$ cat src/rtl/even_parity_pkg.sv
// Shared definitions for the even-parity serial link: FSM state encoding
// and the line levels used for idle, start and stop.
package even_parity_pkg;

  typedef logic [2:0] state_t;

  localparam state_t IDLE   = 3'd0;
  localparam state_t START  = 3'd1;
  localparam state_t DATA   = 3'd2;
  localparam state_t PARITY = 3'd3;
  localparam state_t STOP   = 3'd4;

  localparam logic LINE_IDLE = 1'b1;
  localparam logic START_BIT = 1'b0;
  localparam logic STOP_BIT  = 1'b1;

endpackage

$ cat src/rtl/even_parity_gen.sv
// Combinational even-parity generator: p makes {d, p} XOR to zero.
// Shared with the receive-side checker loopback.
module even_parity_gen #(
  parameter int W = 4
) (
  input  logic [W-1:0] d,
  output logic         p
);

  assign p = ^d;

endmodule

$ cat src/rtl/even_parity_serial_tx.sv
// Even-parity serial transmitter: accepts a word on valid/ready, presents
// the registered code word {data, parity} and sends the frame
// start(0), data LSB-first, parity, stop(1), each bit held BIT_CYCLES clocks.
module even_parity_serial_tx
  import even_parity_pkg::*;
#(
  parameter int DATA_W     = 4,
  parameter int BIT_CYCLES = 1
) (
  input  logic              clk,
  input  logic              rst_n,
  input  logic [DATA_W-1:0] in_data,
  input  logic              in_valid,
  output logic              in_ready,
  output logic              tx_serial,
  output logic [DATA_W:0]   code_word,
  output logic              busy,
  output logic              frame_done
);

  localparam int CNT_W = (BIT_CYCLES > 1) ? $clog2(BIT_CYCLES) : 1;
  localparam int IDX_W = (DATA_W > 1) ? $clog2(DATA_W) : 1;
  localparam logic [CNT_W-1:0] CNT_LAST = CNT_W'(BIT_CYCLES - 1);
  localparam logic [IDX_W-1:0] IDX_LAST = IDX_W'(DATA_W - 1);

  state_t            state, state_n;
  logic [CNT_W-1:0]  cnt, cnt_n;
  logic [IDX_W-1:0]  idx, idx_n;
  logic [DATA_W-1:0] shift, shift_n;
  logic              parity_q, parity_n;
  logic              tx_n;
  logic              in_parity;
  logic              accept;
  logic              tick;

  even_parity_gen #(.W(DATA_W)) u_gen (
    .d (in_data),
    .p (in_parity)
  );

  assign accept = in_valid && in_ready;
  // With BIT_CYCLES=1 the counter stays at 0 and every cycle is a bit end.
  assign tick   = (cnt == CNT_LAST);

  // Next-state logic for the FSM, bit-cycle counter, bit index and shifter.
  always_comb begin
    // NOTE: every signal gets a default first so no path leaves it unassigned (no latch).
    state_n  = state;
    idx_n    = idx;
    shift_n  = shift;
    parity_n = parity_q;
    cnt_n    = (state == IDLE || tick) ? '0 : cnt + 1'b1;
    case (state)
      IDLE: begin
        if (accept) begin
          state_n  = START;
          shift_n  = in_data;
          parity_n = in_parity;
        end
      end
      START: begin
        if (tick) begin
          state_n = DATA;
          idx_n   = '0;
        end
      end
      DATA: begin
        if (tick) begin
          shift_n = shift >> 1;
          if (idx == IDX_LAST) state_n = PARITY;
          else                 idx_n   = idx + 1'b1;
        end
      end
      PARITY: if (tick) state_n = STOP;
      STOP:   if (tick) state_n = IDLE;
      default: state_n = IDLE;
    endcase
  end

  // Line level for the cycle that follows, so tx_serial can be a plain flop.
  always_comb begin
    tx_n = LINE_IDLE;
    case (state_n)
      START:   tx_n = START_BIT;
      DATA:    tx_n = shift_n[0];
      PARITY:  tx_n = parity_n;
      STOP:    tx_n = STOP_BIT;
      default: tx_n = LINE_IDLE;
    endcase
  end

  // State and registered outputs; reset drives the line idle without a clock.
  always_ff @(posedge clk or negedge rst_n) begin
    // NOTE: sequential state uses non-blocking assignments so all flops update together.
    if (!rst_n) begin
      state      <= IDLE;
      cnt        <= '0;
      idx        <= '0;
      shift      <= '0;
      parity_q   <= 1'b0;
      tx_serial  <= LINE_IDLE;
      in_ready   <= 1'b1;
      busy       <= 1'b0;
      frame_done <= 1'b0;
      code_word  <= '0;
    end else begin
      state      <= state_n;
      cnt        <= cnt_n;
      idx        <= idx_n;
      shift      <= shift_n;
      parity_q   <= parity_n;
      tx_serial  <= tx_n;
      in_ready   <= (state_n == IDLE);
      busy       <= (state_n != IDLE);
      frame_done <= (state_n == STOP) && (cnt_n == CNT_LAST);
      if (accept) code_word <= {in_data, in_parity};
    end
  end

endmodule

$ cat config.mk
export PLATFORM = sky130hd
export DESIGN_NAME = even_parity_serial_tx
export DESIGN_NICKNAME = d
export VERILOG_FILES = /design/src/rtl/even_parity_pkg.sv /design/src/rtl/even_parity_gen.sv /design/src/rtl/even_parity_serial_tx.sv
export SDC_FILE = /design/constraint.sdc
export NUM_CORES = 1
export LEC_CHECK = 0
export BUFFER_PORTS_ARGS = -buffer_cell sky130_fd_sc_hd__buf_4
export CAP_MARGIN = 20
export CELL_PAD_IN_SITES_DETAIL_PLACEMENT = 2
export CELL_PAD_IN_SITES_GLOBAL_PLACEMENT = 2
export CORE_UTILIZATION = 30
export CTS_CLUSTER_SIZE = 16
export DETAILED_ROUTE_END_ITERATION = 16
export PLACE_DENSITY = 0.68
export SLEW_MARGIN = 0
export SYNTH_ARGS = -nofsm -noshare
export SYNTH_HDL_FRONTEND = slang
export SYNTH_SLANG_ARGS = --single-unit
$ cat constraint.sdc
create_clock -name clk -period 1.34 [get_ports clk]
set_input_delay 0.134 -clock clk [delete_from_list [all_inputs] [get_ports clk]]
set_output_delay 0.134 -clock clk [all_outputs]
set_load 0.01 [all_outputs]
==> flow_summary.yaml, run 1 <==
outcome:
  outcome: "finished with violations"
  failed_checks: "setup timing"
power_and_ir_drop:
  power_frac_clock_pct: 9.3
  seqPwrFrac_pct: 31.4
  report.power.total_uw: 3470
  p_per_area_mw_per_mm2: 2440
  internal-power_uw: 2150
  p_switching_uw: 1310
  netSwitchingFraction_pct: 37.9
  power_leakage_uw: 0.000642
  vdd_ir_drop_max_v: 0.00112
  pwr-share-comb_pct: 59.3
clock_network:
  cts_tree: "built"
  cts.sinks: 20
  htree_levels: 1
  deepest_clock_path_buffer_count: 2
  worst_skew_pair.late_latency_ps: 320
  cts_buffers: 3
  clkSlewWorstSetupHoldPaths_ps: 130
  ctsRootBufferMaster: "clkbuf_4"
yosys:
  flop_and_latch_count_out_of_synthesis: 20
  post_synth_instance_area_um2: 927
  synth_nets: 83
  synth_cells: 75
  synth_top_cell_area_share_pct: 48.6
  synth_flop_cell: "dfrtp_1"
  synth.yosys.seq_area_share_pct: 54.3
  synth_enable_flop_cells: 0
  synthDominantAreaCellType: "dfrtp_1"
  avgSynthCellArea_um2: 12.4
  yosysWarnings: 0
  synthArstFlopShare_pct: 100
  yosysMostFrequentCell: "dfrtp_1"
  yosysUniqueCellTypes: 33
  ranking_of_synthesized_cells_by_instance_count: "dfrtp_1 (18), mux2_2 (8), nand2_1 (6), nor2_1 (5), o21ai_0 (4)"
  synth.top_cells.by_area: "dfrtp_1 (49%), mux2_2 (9.7%), dfstp_2 (5.7%)"
place:
  io_buffer_count: 15
  detailedPlacementHpwl_um: 1930
  placement.cell_area_mm2: 0.00120
  finalWeightedCongestion: 0.812
  dp_cells: 137
sta:
  min_hold_slack_ps: 73.8
  drv_slew: 0
  finalClockSkew_ps: 11.5
  setup_viol: 6
  setup_slack_after_layout_ps: -138
  finalWorstPathRequiredPeriod_ps: 1480
  hold_viol_final: 0
  fmaxAchievable_ghz: 0.677
  post-route-period-util_pct: 110
  rsz_0062_raised_after_global_routing: "true"
setup_path:
  worstPathMaxFanout: 3
  critPathMaxStageDelay_ps: 420
  crit_slowest_cell: "dfrtp_1"
  criticalPathCategory: "reg -> reg"
  type_of_origin_of_the_critical_path: "register"
  critical_path.cell_chain: "buf_4 -> buf_4 -> or3_4 -> mux2_2"
  worst-endpoint-required_ps: 1550
  worst_ep_arrival_time_ps: 1680
  critPathMostFrequentCell: "buf_4"
  endpoint_kind_of_the_worst_setup_timing_path: "register"
drt:
  post_route_drc_violation_count: 0
  drtIter0Drc: 12
  wire_per_inst_um: 19.4
  routed_wl_um: 2850
  via_per_inst: 5.03
  via_count: 740
  drt_pre_antenna_iters: 4
  ant_nets: 0
layout:
  number_of_inserted_filler_cells_in_the_final_layout: 276
  flow.area_growth_from_synthesis_pct: 53.2
  nNetsFinal: 125
  seqCellArea_um2: 504
  finalNonFillerCells: 147
  final_design_area_no_fill_mm2: 0.00142
  insertedDiodeCount: 0
  multiInputGateArea_um2: 520
  drive_gt1_share_pct: 65.5
  final_core_utilization_pct: 49.8
floorplanning:
  core_mm2: 0.00285
  io-pin-count: 16
  initial_utilization_pct: 32.5
  die_y_um: 57.6
  chipWidth_um: 57.6
  row_count: 19
  die_ar_mm2: 0.00332
grt:
  initial_antenna_violation_count: 0
  overflow: 0
  groute.layer.met2.usage_pct: 30.6
  grt_util_all_layers_pct: 19.5
  top_usage_layer_grt: "met2"
  via_count_of_the_first_global_routing_pass: 855
  grt_met1_use_pct: 25.8
  use_met3_pct: 2.72
  grt_pass1_wl_um: 4590
  grt_start_max_net_pins: 21
min_path:
  worstHoldPathType: "in -> reg"
flow_run:
  maxCapViolCount: 0
through the flow:
stage / setup TNS (ps) / worst slack, ps
2_1_floorplan: -349 / -116
3_3_place_gp: -385 / -153
3_5_place_dp: -612 / -177
4_1_cts: -536 / -152
5_1_grt: -894 / -191
6_report: -528 / -138
cells by family (layout without fill, tap and decap cells):
group / Yosys count / after routing / synth area share [%]
other: 1 / 1 / 0.404
DFF: 20 / 20 / 54.3
AOI/OAI and AO/OA: 13 / 13 / 11.9
and+or+nand+nor: 24 / 24 / 14.6
buffers and inverters: 3 / 44 / 2.97
xor gates and xnor gates: 4 / 4 / 3.78
adders and majority gates: 1 / 1 / 1.35
muxes: 9 / 9 / 10.8
critical path: cells and delay by family, from the launching register on:
kind | cells | cell delay (ps)
flops | 1 | 420
simple gates | 1 | 390
buf+inv | 2 | 280
mux | 1 | 270
power by group through the flow:
stage          Sequential, uW  Clock (uW)  Combinational, uW
6_report                 1090         323               2050
5_1_grt                  1120         350               2210
4_1_cts                  1080         332               1680
3_5_place_dp             1080           0               1510
3_3_place_gp             1050           0               1450
2_1_floorplan            1110           0                743
routing by layer:
layer | share of wire [%] | vias to the layer above
met4 | 2.1 | 0
li1 | - | 347
met3 | 1.9 | 5
met2 | 50 | 11
met1 | 46 | 377
met5 | 0 | -
sequential cells by signal, summed over array words and instances (netlist names):
register / count
tx_serial: 1
idx: 2
state: 3
busy: 1
cnt: 1
in_ready: 1
shift: 4
frame_done: 1
parity_q: 1
code_word: 5
final timing paths:
check | startpoint | end | slack (ps) | depth (start not counted)
hold / removal | in_data[0] | code_word[1] | 70 | 2
hold reg to reg | code_word[0] | code_word[0] | 520 | 1
setup / recovery | cnt | idx[1] | -140 | 4
max in group asynchronous | rst_n | tx_serial | 840 | 2
setup reg to reg | cnt | idx[1] | -140 | 4
min in group asynchronous | rst_n | shift[2] | 210 | 2
cell type report:
| class | instances | area share [%] |
|---|---|---|
| timing repair buffer | 40 | 23.3 |
| tap | 31 | 2.73 |
| multi-input combinational | 52 | 36.7 |
| clock buffer | 4 | 1.85 |
| sequential | 20 | 35.5 |
placed cells by master (no fill, tap or decap), types with 2 or more instances in the layout:
cell type,netlist,final
mux2_2,8,8
xnor2_1,3,2
o21ai_2,1,2
nand2_1,6,4
buf_6,2,4
buf_4,0,34
nor3_2,1,2
nor2_2,0,2
and2b_2,1,2
clkbuf_4,0,3
dfrtp_1,18,17
dfstp_2,2,2
nor2_1,5,3
what timing repair did:
item                                    4_1_cts  5_1_grt
setup buffers                                 1        4
pin swaps                                     3        5
resized for setup                            10       19
hold buffers                                  1        0
endpoints found under the hold margin        20        0
endpoints found under the setup margin       10       11
(Power assumes the default switching activity.)
==> run 2, diff against run 1 <==
--- a/config.mk
+++ b/config.mk
@@ -6,9 +6,9 @@
 export NUM_CORES = 1
 export LEC_CHECK = 0
 export BUFFER_PORTS_ARGS = -buffer_cell sky130_fd_sc_hd__buf_4
-export CAP_MARGIN = 20
 export CELL_PAD_IN_SITES_DETAIL_PLACEMENT = 2
 export CELL_PAD_IN_SITES_GLOBAL_PLACEMENT = 2
+export CORE_ASPECT_RATIO = 0.8
 export CORE_UTILIZATION = 30
 export CTS_CLUSTER_SIZE = 16
 export DETAILED_ROUTE_END_ITERATION = 16
==> constraint.sdc (replaced) <==
create_clock -name clk -period 1.28 [get_ports clk]
set_input_delay 0.128 -clock clk [delete_from_list [all_inputs] [get_ports clk]]
set_output_delay 0.128 -clock clk [all_outputs]
set_load 0.01 [all_outputs]
==> flow_summary.yaml, run 2 (synthesis results as in run 1) <==
outcome:
  outcome: "finished with violations"
  failed_checks: "setup timing"
setup_path:
  critical_path_depth: 5
  startpoint: "idx[0]"
  worstPathMaxFanout: 2
  worst-endpoint-required_ps: 1420
  r2r_end: "busy"
  type_of_origin_of_the_critical_path: "register"
  critPathMaxStageDelay_ps: 440
  critical_path.cell_chain: "ha_4 -> buf_4 -> a211oi_4 -> nor3_2 -> or3_1"
  worst_r2r_startpoint: "idx[0]"
  family_of_cells_with_the_greatest_summed_delay_on_the_critical_path: "flip-flops"
  critical_path_buf_inv_count: 1
  endpoint_kind_of_the_worst_setup_timing_path: "register"
  worst_ep_arrival_time_ps: 1690
  setup.reg_to_reg.worst_slack_ps: -280
  criticalPathCategory: "reg -> reg"
  worstSetupEndpoint: "busy"
  r2r_cells: 5
  crit_slowest_cell: "dfrtp_1"
sta:
  post-route-period-util_pct: 122
  min_hold_slack_ps: 122
  setup_viol: 11
  drv_slew: 0
  timing.setup.tns_ps: -1650
  finalClockSkew_ps: 5.89
  hold_viol_final: 0
  setup_slack_after_layout_ps: -276
  fmaxAchievable_ghz: 0.643
  finalWorstPathRequiredPeriod_ps: 1560
  rsz_0062_raised_after_global_routing: "true"
layout:
  seqCellArea_um2: 504
  insertedDiodeCount: 0
  most_frequent_cells_in_the_layout: "buf_4 (37), dfrtp_1 (17), mux2_2 (7)"
  reg_top3: "code_word: 5 flops, shift: 4 flops, state: 3 flops"
  number_of_inserted_filler_cells_in_the_final_layout: 283
  final_core_utilization_pct: 51.1
  nNetsFinal: 128
  flow.area_growth_from_synthesis_pct: 57.1
  finalNonFillerCells: 157
  drive_gt1_share_pct: 66.4
  largest_register_ff_count: 5
  multiInputGateArea_um2: 505
  max_flop_register: "code_word"
  layout.cells.most_common: "buf_4"
clock_network:
  deepest_clock_path_buffer_count: 2
  cts_buffers: 3
  cts_tree: "built"
  clkSlewWorstSetupHoldPaths_ps: 80
  ctsRootBufferMaster: "clkbuf_8"
  worst_skew_pair.late_latency_ps: 270
  htree_levels: 1
  cts.sinks: 20
grt:
  grt_met1_use_pct: 24.0
  use_met3_pct: 5.48
  via_count_of_the_first_global_routing_pass: 932
  grt_start_max_net_pins: 21
  grt_util_all_layers_pct: 20.9
  groute.layer.met2.usage_pct: 39.7
  top_usage_layer_grt: "met2"
  overflow: 0
  grt_pass1_wl_um: 4930
  initial_antenna_violation_count: 0
drt:
  drt_pre_antenna_iters: 4
  routed_wl_um: 2960
  ant_nets: 0
  via_count: 750
  post_route_drc_violation_count: 0
  via_per_inst: 4.78
  drtIter0Drc: 14
  wire_per_inst_um: 18.9
power_and_ir_drop:
  vdd_ir_drop_max_v: 0.000939
  power_leakage_uw: 0.000669
  p_per_area_mw_per_mm2: 2540
floorplanning:
  initial_utilization_pct: 32.5
  core_mm2: 0.00285
  chipWidth_um: 64.2
  row_count: 17
  io-pin-count: 16
  die_y_um: 51.7
  die_ar_mm2: 0.00332
place:
  dp_cells: 143
  detailedPlacementHpwl_um: 1880
  pre_cts_slack_ps: -312
  io_buffer_count: 15
  finalWeightedCongestion: 0.731
min_path:
  hold_path_depth: 2
  worstHoldPathType: "in -> reg"
flow_run:
  maxCapViolCount: 0
-- run 2: cell type report --
cell class                      instances  share of cell area, %
Tap cell                               38                   3.26
Clock buffer                            4                   3.78
Multi-Input combinational cell         52                   34.7
Timing Repair Buffer                   43                   23.6
Sequential cell                        20                   34.6
-- run 2: metrics by stage --
stage / instance area [um2] / power [uW]
detailed placement: 1200 / 2680
global route: 1460 / 3940
CTS: 1430 / 3610
global placement: 1200 / 2580
floorplan: 937 / 1940
finish: 1460 / 3700
-- run 2: how the worst min path moves through the flow --
stage | startpoint | end | slack [ps]
2_1_floorplan | rst_n | busy | -170
3_3_place_gp | rst_n | code_word[2] | 20
3_5_place_dp | rst_n | code_word[3] | 30
4_1_cts | in_data[3] | code_word[4] | 110
5_1_grt | in_data[0] | code_word[1] | 120
6_report | in_data[3] | code_word[4] | 120
-- run 2: power by group --
part	internal [uW]	switching, uW
sequential	944	239
combinational	1130	896
clock	274	220
-- run 2: repair_timing --
action                                  in CTS  in global routing
cloned                                       0                  0
hold endpoints to repair                    20                  0
hold buffers                                 1                  0
pin swaps                                    9                  2
endpoints found under the setup margin      11                 12
buffers inserted                             9                  1
resized for setup                           24                  6
-- run 2: metal layers --
| metal | vias to the layer above | part of all wire [%] |
|---|---|---|
| met5 | - | 0 |
| met4 | 0 | 0.40 |
| met3 | 2 | 2.5 |
| met2 | 12 | 54 |
| met1 | 383 | 43 |
| li1 | 353 | - |
